File: src/rtl/servo_scan_scheduler.sv
// Steps the PWM decoder through 0/+90/-90 degrees and back to 0, settling and taking one
// distance measurement per position. All outputs are registered; stop aborts from any active state.
module servo_scan_scheduler #(
    parameter int SETTLE_CYCLES  = 50_000_000,
    parameter int TIMEOUT_CYCLES = 2_500_000,
    parameter int MEAS_W         = 16
) (
    input  logic              clk,
    input  logic              reset,
    input  logic              start,
    input  logic              stop,
    input  logic              meas_valid,
    input  logic [MEAS_W-1:0] meas_dist,
    output logic [2:0]        orden,
    output logic              meas_start,
    output logic [MEAS_W-1:0] dist_0,
    output logic [MEAS_W-1:0] dist_90,
    output logic [MEAS_W-1:0] dist_m90,
    output logic [2:0]        timeout_flags,
    output logic              busy,
    output logic              done,
    output logic              aborted
);

    localparam int MAX_C = (SETTLE_CYCLES > TIMEOUT_CYCLES) ? SETTLE_CYCLES : TIMEOUT_CYCLES;
    localparam int CNT_W = $clog2(MAX_C + 1);
    localparam logic [CNT_W-1:0] SETTLE_LAST  = CNT_W'(SETTLE_CYCLES - 1);
    localparam logic [CNT_W-1:0] TIMEOUT_LAST = CNT_W'(TIMEOUT_CYCLES - 1);
    localparam logic [CNT_W-1:0] CNT_MAX      = CNT_W'(MAX_C);

    typedef enum logic [2:0] {
        IDLE   = 3'd0,
        SETTLE = 3'd1,
        TRIG   = 3'd2,
        WAIT   = 3'd3,
        PARK   = 3'd4,
        DONE   = 3'd5
    } state_t;

    state_t            state_q, state_d;
    logic [CNT_W-1:0]  cnt_q, cnt_d;
    logic [1:0]        pos_q, pos_d;
    logic [2:0]        orden_q, orden_d;
    logic              meas_start_q, meas_start_d;
    logic [MEAS_W-1:0] dist_0_q, dist_0_d;
    logic [MEAS_W-1:0] dist_90_q, dist_90_d;
    logic [MEAS_W-1:0] dist_m90_q, dist_m90_d;
    logic [2:0]        tflags_q, tflags_d;
    logic              busy_q, busy_d;
    logic              done_q, done_d;
    logic              aborted_q, aborted_d;
    logic [MEAS_W-1:0] result;

    // Registered outputs are computed from the next state so they change together with it.
    always_comb begin
        state_d      = state_q;
        cnt_d        = (cnt_q == CNT_MAX) ? cnt_q : cnt_q + 1'b1;
        pos_d        = pos_q;
        orden_d      = orden_q;
        meas_start_d = 1'b0;
        dist_0_d     = dist_0_q;
        dist_90_d    = dist_90_q;
        dist_m90_d   = dist_m90_q;
        tflags_d     = tflags_q;
        busy_d       = busy_q;
        done_d       = 1'b0;
        aborted_d    = 1'b0;
        result       = meas_valid ? meas_dist : {MEAS_W{1'b1}};

        if (state_q == IDLE) begin
            cnt_d   = '0;
            orden_d = 3'b000;
            busy_d  = 1'b0;
            if (start && !stop) begin
                tflags_d = 3'b000;
                pos_d    = 2'd0;
                orden_d  = 3'b100;
                busy_d   = 1'b1;
                state_d  = SETTLE;
            end
        end else if (stop) begin
            state_d   = IDLE;
            cnt_d     = '0;
            pos_d     = 2'd0;
            orden_d   = 3'b000;
            busy_d    = 1'b0;
            aborted_d = 1'b1;
        end else begin
            case (state_q)
                SETTLE: begin
                    if (cnt_q == SETTLE_LAST) begin
                        state_d      = TRIG;
                        cnt_d        = '0;
                        meas_start_d = 1'b1;
                    end
                end
                TRIG: begin
                    state_d = WAIT;
                    cnt_d   = '0;
                end
                WAIT: begin
                    if (meas_valid || cnt_q == TIMEOUT_LAST) begin
                        case (pos_q)
                            2'd0:    dist_0_d   = result;
                            2'd1:    dist_90_d  = result;
                            default: dist_m90_d = result;
                        endcase
                        if (!meas_valid) begin
                            case (pos_q)
                                2'd0:    tflags_d[0] = 1'b1;
                                2'd1:    tflags_d[1] = 1'b1;
                                default: tflags_d[2] = 1'b1;
                            endcase
                        end
                        cnt_d = '0;
                        if (pos_q != 2'd2) begin
                            pos_d   = pos_q + 2'd1;
                            orden_d = {1'b1, pos_q + 2'd1};
                            state_d = SETTLE;
                        end else begin
                            orden_d = 3'b100;
                            state_d = PARK;
                        end
                    end
                end
                PARK: begin
                    if (cnt_q == SETTLE_LAST) begin
                        state_d = DONE;
                        cnt_d   = '0;
                        orden_d = 3'b000;
                        busy_d  = 1'b0;
                        done_d  = 1'b1;
                    end
                end
                default: begin
                    state_d = IDLE;
                    cnt_d   = '0;
                    orden_d = 3'b000;
                    busy_d  = 1'b0;
                end
            endcase
        end
    end

    always_ff @(posedge clk) begin
        if (!reset) begin
            state_q      <= IDLE;
            cnt_q        <= '0;
            pos_q        <= 2'd0;
            orden_q      <= 3'b000;
            meas_start_q <= 1'b0;
            dist_0_q     <= '0;
            dist_90_q    <= '0;
            dist_m90_q   <= '0;
            tflags_q     <= 3'b000;
            busy_q       <= 1'b0;
            done_q       <= 1'b0;
            aborted_q    <= 1'b0;
        end else begin
            state_q      <= state_d;
            cnt_q        <= cnt_d;
            pos_q        <= pos_d;
            orden_q      <= orden_d;
            meas_start_q <= meas_start_d;
            dist_0_q     <= dist_0_d;
            dist_90_q    <= dist_90_d;
            dist_m90_q   <= dist_m90_d;
            tflags_q     <= tflags_d;
            busy_q       <= busy_d;
            done_q       <= done_d;
            aborted_q    <= aborted_d;
        end
    end

    assign orden         = orden_q;
    assign meas_start    = meas_start_q;
    assign dist_0        = dist_0_q;
    assign dist_90       = dist_90_q;
    assign dist_m90      = dist_m90_q;
    assign timeout_flags = tflags_q;
    assign busy          = busy_q;
    assign done          = done_q;
    assign aborted       = aborted_q;

endmodule

File: config.mk
export PLATFORM = sky130hd
export DESIGN_NAME = servo_scan_scheduler
export DESIGN_NICKNAME = d
export VERILOG_FILES = /design/src/rtl/servo_scan_scheduler.sv
export SDC_FILE = /design/constraint.sdc
export NUM_CORES = 1
export LEC_CHECK = 0
export ABC_AREA = 1
export CELL_PAD_IN_SITES_DETAIL_PLACEMENT = 0
export CELL_PAD_IN_SITES_GLOBAL_PLACEMENT = 2
export CORE_UTILIZATION = 30
export DETAILED_ROUTE_END_ITERATION = 8
export PLACE_DENSITY = 0.77
export SYNTH_ARGS = -nofsm -noshare
export SYNTH_HDL_FRONTEND = slang
export SYNTH_SLANG_ARGS = --single-unit
File: constraint.sdc
create_clock -name clk -period 2.15 [get_ports clk]
set_input_delay 0.215 -clock clk [delete_from_list [all_inputs] [get_ports clk]]
set_output_delay 0.215 -clock clk [all_outputs]
set_load 0.03 [all_outputs]
# [Yosys cells after proc, flatten, opt, wreduce, memory -nomap -nowiden]
# Cells that the tools add are included.
# Widths: inputs -> output; s select.
[word_totals] in_bits=21 out_inout_bits=58 reg_bits=89 word_cells=112
[classes] n_mux=42 n_addsub=2 n_eq_ne=18 reduce_logical=30 bitwise_logic=6
[op_table] cell="$mux 26" n=3
[op_table] cell="$mux 3" n=18
[op_table] cell="$eq 26x26->1 const B" n=2
[op_table] cell="$pmux 26 s2" n=1
[op_table] cell="$add 26x1->26 const B" n=1
[op_table] cell="$eq 26x22->1 const B" n=1
[op_table] cell="$reduce_and 6->1" n=3
[op_table] cell="$mux 16" n=1
[op_table] cell="$reduce_and 5->1" n=3
[op_table] cell="$mux 2" n=7
[op_table] cell="$ne 4x4->1 const B" n=3
[op_table] cell="$pmux 3 s4" n=1
[op_table] cell="$mux 1" n=9
[op_table] cell="$pmux 3 s3" n=1
[op_table] cell="$reduce_bool 3->1" n=3
[op_table] cell="$ne 2x1->1 const B" n=4
[op_table] cell="$reduce_and 4->1" n=2
[op_table] cell="$reduce_bool 2->1" n=4
[op_table] cell="$reduce_or 2->1" n=4
[op_table] cell="$reduce_or 4->1" n=2
[op_table] cell="$eq 3x2->1 const B" n=2
[op_table] cell="$ne 3x1->1 const B" n=2
[op_table] cell="$not 1->1" n=6
[op_table] cell="$reduce_or 3->1" n=2
[op_table] cell="13 further kinds" n=13

# [Longest topological paths before layout]
[logic_depth] depth_word=8 ltp_mapped=11 ltp_nobuf=11

# [Worst setup path after synthesis]
# No wires, ideal clock.
[synth_path] path_kind="reg2reg" from="register pos_q[1]" to="register dist_m90_q[10], in the netlist dist_m90[10]" path_stages_with_launch=10 setup_ns=0.132 path_slack_ns=0.460 synth_period_minus_slack_ns=1.690 arrival_time_ns=1.558 n_path_buf=2 required_time_ns=2.018 path_cell_list="dfxtp_1 -> inv_1 -> ha_1 -> buf_2 -> or2_4 -> nor2_8 -> nand3_2 -> buf_4 -> nand2_1 -> a21oi_1"
[synth_via] elab_chain_cells=4 word_cells_on_any_way=5 classes_between="eq/ne: 1; bitwise: 1; reduce/logical: 3"
[synth_rtl] item="start, declared" line_no="42" rtl="logic [1:0] pos_q, pos_d;"
[synth_rtl] item="start signal, assigned" line_no="162" rtl="pos_q <= pos_d;"
[synth_rtl] item="$eq 2x1->1 / $logic_not 2->1 (equally long branches)" line_no="103" rtl="case (pos_q)"
[synth_rtl] item="$reduce_or 2->1 (no line) *"
[synth_rtl] item="$not 1->1 (no line) *"
[synth_rtl] item="$reduce_and 5->1 (no line) *"
[synth_rtl] item="end signal, assigned" line_no="167" rtl="dist_m90_q <= dist_m90_d;"
[synth_rtl] item="end, declared" line_no="47" rtl="logic [MEAS_W-1:0] dist_m90_q, dist_m90_d;"
# Mark *: on every way between the ends. The rest lies on a longest branch, timed or not.
# A chain may end at the register's enable or synchronous reset.

# [Final worst setup path]
[layout_path] from="register cnt_q[1]" to="register dist_0_q[11], in the netlist dist_0[11]"
[layout_via] elab_chain_cells=3
[layout_rtl] item="start, declared" line_no="41" rtl="logic [CNT_W-1:0] cnt_q, cnt_d;"
[layout_rtl] item="start signal, assigned" line_no="161" rtl="cnt_q <= cnt_d;"
[layout_rtl] item="$eq 26x22->1" line_no="102" rtl="if (meas_valid || cnt_q == TIMEOUT_LAST) begin"
[layout_rtl] item="$logic_or 1x1->1" line_no="102"
[layout_rtl] item="$reduce_and 5->1 (no line)"
[layout_rtl] item="end signal, assigned" line_no="165" rtl="dist_0_q <= dist_0_d;"
[layout_rtl] item="end, declared" line_no="45" rtl="logic [MEAS_W-1:0] dist_0_q, dist_0_d;"
# Every way passes these cells.

==> metrics.log <==
INFO  metric outcome = complete, no violations
INFO  metric reg2reg_to = dist_0[11]
INFO  metric worst_ir_drop_vdd = about 0.52 mV
INFO  metric synth-edff-count = 0
INFO  metric placement.cell_area = approximately 5300 sq um
INFO  metric route.detailed.drc = 0
INFO  metric share_of_the_clock_period_used_by_the_worst_path_after_layout = 0.9285
INFO  metric grt_pass1_wl = about 20000 um
INFO  metric crit_path_end = dist_0[11]
INFO  metric htreeDepth = 3
INFO  metric routed_wire_length_per_instance = ~15 um
INFO  metric r2r_setup_slack = around 0.15 ns
INFO  metric critPathMaxFanout = 16
INFO  metric comb_power_share = 0.228
INFO  metric design_power_total = 4.649 mW
INFO  metric worst_path_clk_slew = 0.06 ns
INFO  metric dp_worst_setup_slack = approximately 0.15 ns
INFO  metric drtAntennaViolNets = 0
INFO  metric dp_hpwl = 9261 um
INFO  metric via_per_inst = slightly below 5
INFO  metric ys_dominant_reg_cell = sky130_fd_sc_hd__dfxtp_1
INFO  metric floorplan.initialDensity = 0.3085
INFO  metric cell_internal_pwr = approximately 3.2 mW
INFO  metric worst_setup_path_startpoint = cnt_q[1]
INFO  metric power_density = roughly 830 nW/um^2
INFO  metric detail_route.first_pass.iterations = 4
INFO  metric flow.area_growth_from_synthesis = 30.59%
INFO  metric power.static_leakage = approximately 1.8 nW
INFO  metric final.setup_skew = about 0.0047 ns
INFO  metric tightest_slew = 0.6431 ns
INFO  metric diodes = 0
INFO  metric finalWorstPathRequiredPeriod = approximately 2.0 ns
INFO  metric max-cap-violations = 0
INFO  metric flops_latches_synth = 89
INFO  metric postCtsHoldBufs = 0
INFO  metric synthArstFlopShare = 0
INFO  metric worstSetupPathType = flip-flop to flip-flop
INFO  metric dr.first_iter.drc_count = around 240
INFO  metric hold_viol_final = 0
INFO  metric worstSkewPairLatency = 0.34 ns
INFO  metric critPathArrivalTime = around 2.2 ns
INFO  metric die_height = ~120 um
INFO  metric post_synth.cell_area_avg = approximately 7.5 sq um
INFO  metric grt_setup_unrepaired = yes
INFO  metric place.gp.congestion = 0.8382
INFO  metric design_area = about 5600 sq um
INFO  metric io_buffers = roughly 80
INFO  metric fp.coreArea = between 10000 and 15000 sq um
INFO  metric post_cts_resized = 0
INFO  metric routed_wirelength = about 12000 um
INFO  metric mappedNetlistArea = approximately 4300 sq um
INFO  metric clock_path_buffers = 2
INFO  metric power.net_switching = between 1 and 1.5 mW
INFO  metric timing.critical_path.to_type = flip-flop
INFO  metric synth_fp_nets = 603
INFO  metric cp-start-kind = flip-flop
INFO  metric max_freq = between 500 and 600 MHz
INFO  metric unique_cell_type_count_in_the_yosys_netlist = 36
INFO  metric tritoncts.num_buffers = 9
INFO  metric hold_class = flip-flop to flip-flop
INFO  metric vias_in_the_first_global_route = 3914
INFO  metric worst_r2r_startpoint = cnt_q[1]
INFO  metric grt_max_degree = 43
INFO  metric cts.repair_timing.setup_buffer_count = 0
INFO  metric timing.slew.headroom = 0.5673
INFO  metric numClockSinks = between 80 and 90
INFO  metric cp.required = about 2.4 ns
INFO  metric pwr-share-clk = 0.395
INFO  metric drive_gt1_frac = 0.1176
INFO  metric final_slew_viol_count = 0
INFO  metric ys.warnings.count = 0
INFO  metric via_count = roughly 4.1k
INFO  metric setup_viol = 0
INFO  metric hold_ws = 0.4616 ns
INFO  metric gate_count_post_synth = roughly 580
INFO  metric die_width = approximately 120 um
INFO  metric io_pins = between 70 and 80
INFO  metric die_area = 14810 sq um
INFO  metric setup-tns-final = 0 ns
INFO  metric clock_tree_from_tritoncts = yes
INFO  metric switching_share_of_total_power = 0.3067
INFO  metric floorplan.rows = 43
INFO  metric layout.nets = around 680
INFO  metric grt_overflow_total = 0
INFO  metric fin_ws = 0.1538 ns
INFO  metric yosysSeqAreaShare = 0.4144
INFO  metric cts_root_buffer = sky130_fd_sc_hd__clkbuf_16
INFO  metric timing.reg2reg.worst_path_depth = 10
INFO  metric power.sequential.fraction = 0.378
INFO  metric groute.usage.overall = 0.1754
INFO  metric antenna_found_initial = 0
INFO  metric fillerInstances = 1433
==> routing by layer <==
metal | GRT usage | share of wire
met1 | 0.2310 | 0.47
met2 | 0.2841 | 0.47
met3 | 0.02762 | 0.039
met4 | 0.07330 | 0.020
met5 | 0 | 0
==> cells by family after synthesis <==
kind of cell    count (synthesis)  share of synthesized area
simple gates                  324                     0.3708
flops                          89                     0.4144
compound gates                 69                    0.08382
buf+inv                        66                    0.06985
xor+xnor                       20                    0.04074
fa+ha+maj                       7                    0.02037
==> worst min-delay path by stage <==
| stage | to | start | depth (start not counted) | slack (ns) |
|---|---|---|---|---|
| after floorplan | timeout_flags[0] | start | 3 | 0.38 |
| final | dist_90[12] | dist_90[12] | 2 | 0.46 |
| after global placement | dist_0[10] | dist_0[10] | 2 | 0.45 |
| after CTS | dist_m90[8] | dist_m90[8] | 2 | 0.47 |
| after detailed placement | dist_m90[8] | dist_m90[8] | 2 | 0.46 |
| after global routing | orden[2] | orden[2] | 2 | 0.48 |
==> cell usage after synthesis, types with 5 or more instances <==
master / count / area, sq um
sky130_fd_sc_hd__nand2_1: 122 / 457.9
sky130_fd_sc_hd__dfxtp_1: 89 / 1782
sky130_fd_sc_hd__nor2_1: 65 / 244.0
sky130_fd_sc_hd__a21oi_1: 58 / 290.3
sky130_fd_sc_hd__nand4_1: 58 / 362.9
sky130_fd_sc_hd__inv_1: 30 / 112.6
sky130_fd_sc_hd__nand3_1: 19 / 95.09
sky130_fd_sc_hd__or2_2: 17 / 106.4
sky130_fd_sc_hd__xor2_1: 16 / 140.1
sky130_fd_sc_hd__buf_2: 12 / 60.06
sky130_fd_sc_hd__clkbuf_1: 10 / 37.54
sky130_fd_sc_hd__nor3_1: 10 / 50.05
sky130_fd_sc_hd__ha_1: 7 / 87.58
sky130_fd_sc_hd__inv_2: 7 / 26.28
sky130_fd_sc_hd__nor4_1: 7 / 43.79
sky130_fd_sc_hd__nor2_2: 6 / 37.54
sky130_fd_sc_hd__o21ai_0: 5 / 25.02
==> critical path: stages, from the launching register on <==
cell	delay [ns]
sky130_fd_sc_hd__dfxtp_1	0.41
sky130_fd_sc_hd__ha_1	0.21
sky130_fd_sc_hd__nand2_2	0.10
sky130_fd_sc_hd__nor2_4	0.14
sky130_fd_sc_hd__inv_2	0.07
sky130_fd_sc_hd__nor2_4	0.12
sky130_fd_sc_hd__nand2_4	0.09
sky130_fd_sc_hd__nand2_4	0.16
sky130_fd_sc_hd__nand3_2	0.33
sky130_fd_sc_hd__nand2_1	0.17
sky130_fd_sc_hd__a21oi_1	0.07
==> layout make-up <==
type                       count  area [sq um]  share of cell area
tap                          180         225.2             0.04012
sequential                    89          1782              0.3174
inverter                      37         138.9             0.02474
timing repair buffer          93         905.9              0.1614
multi-input combinational    420          2217              0.3949
clock inverter                 5         102.6             0.01827
clock buffer                  11         242.7             0.04324
==> power groups by stage <==
stage	combinational, mW	clock (mW)	sequential, mW
floorplan	0.700	0	1.83
global placement	1.05	0	1.79
detailed placement	1.05	0	1.79
CTS	1.06	1.88	1.75
global route	1.17	1.96	1.76
finish	1.06	1.83	1.76
==> layout by cell type, fill, tap and decap left out, drive strengths merged, types with 3 or more instances in the layout <==
cell           count
nor4               7
clkdlybuf4s50     78
buf               15
ha                 7
clkbuf            11
dfxtp             89
xnor2              4
nor3              12
inv               37
o21ai              7
nand2            126
xor2              16
nand3             23
nand4             58
a21oi             58
or2               18
nor2              76
bufinv             3
==> flip-flops by register name, summed over array words and instances, names as in the netlist <==
signal         cells
dist_90           16
done               1
state_q            3
busy               1
aborted            1
dist_m90          16
dist_0            16
meas_start         1
pos_q              2
orden              3
cnt_q             26
timeout_flags      3
==> per-stage QoR <==
step | cells | utilization
after global routing | 835 | 0.4029
after CTS | 835 | 0.4029
final | 835 | 0.4029
after detailed placement | 819 | 0.3781
after global placement | 819 | 0.3781
after floorplan | 575 | -
(Power assumes the default switching activity.)
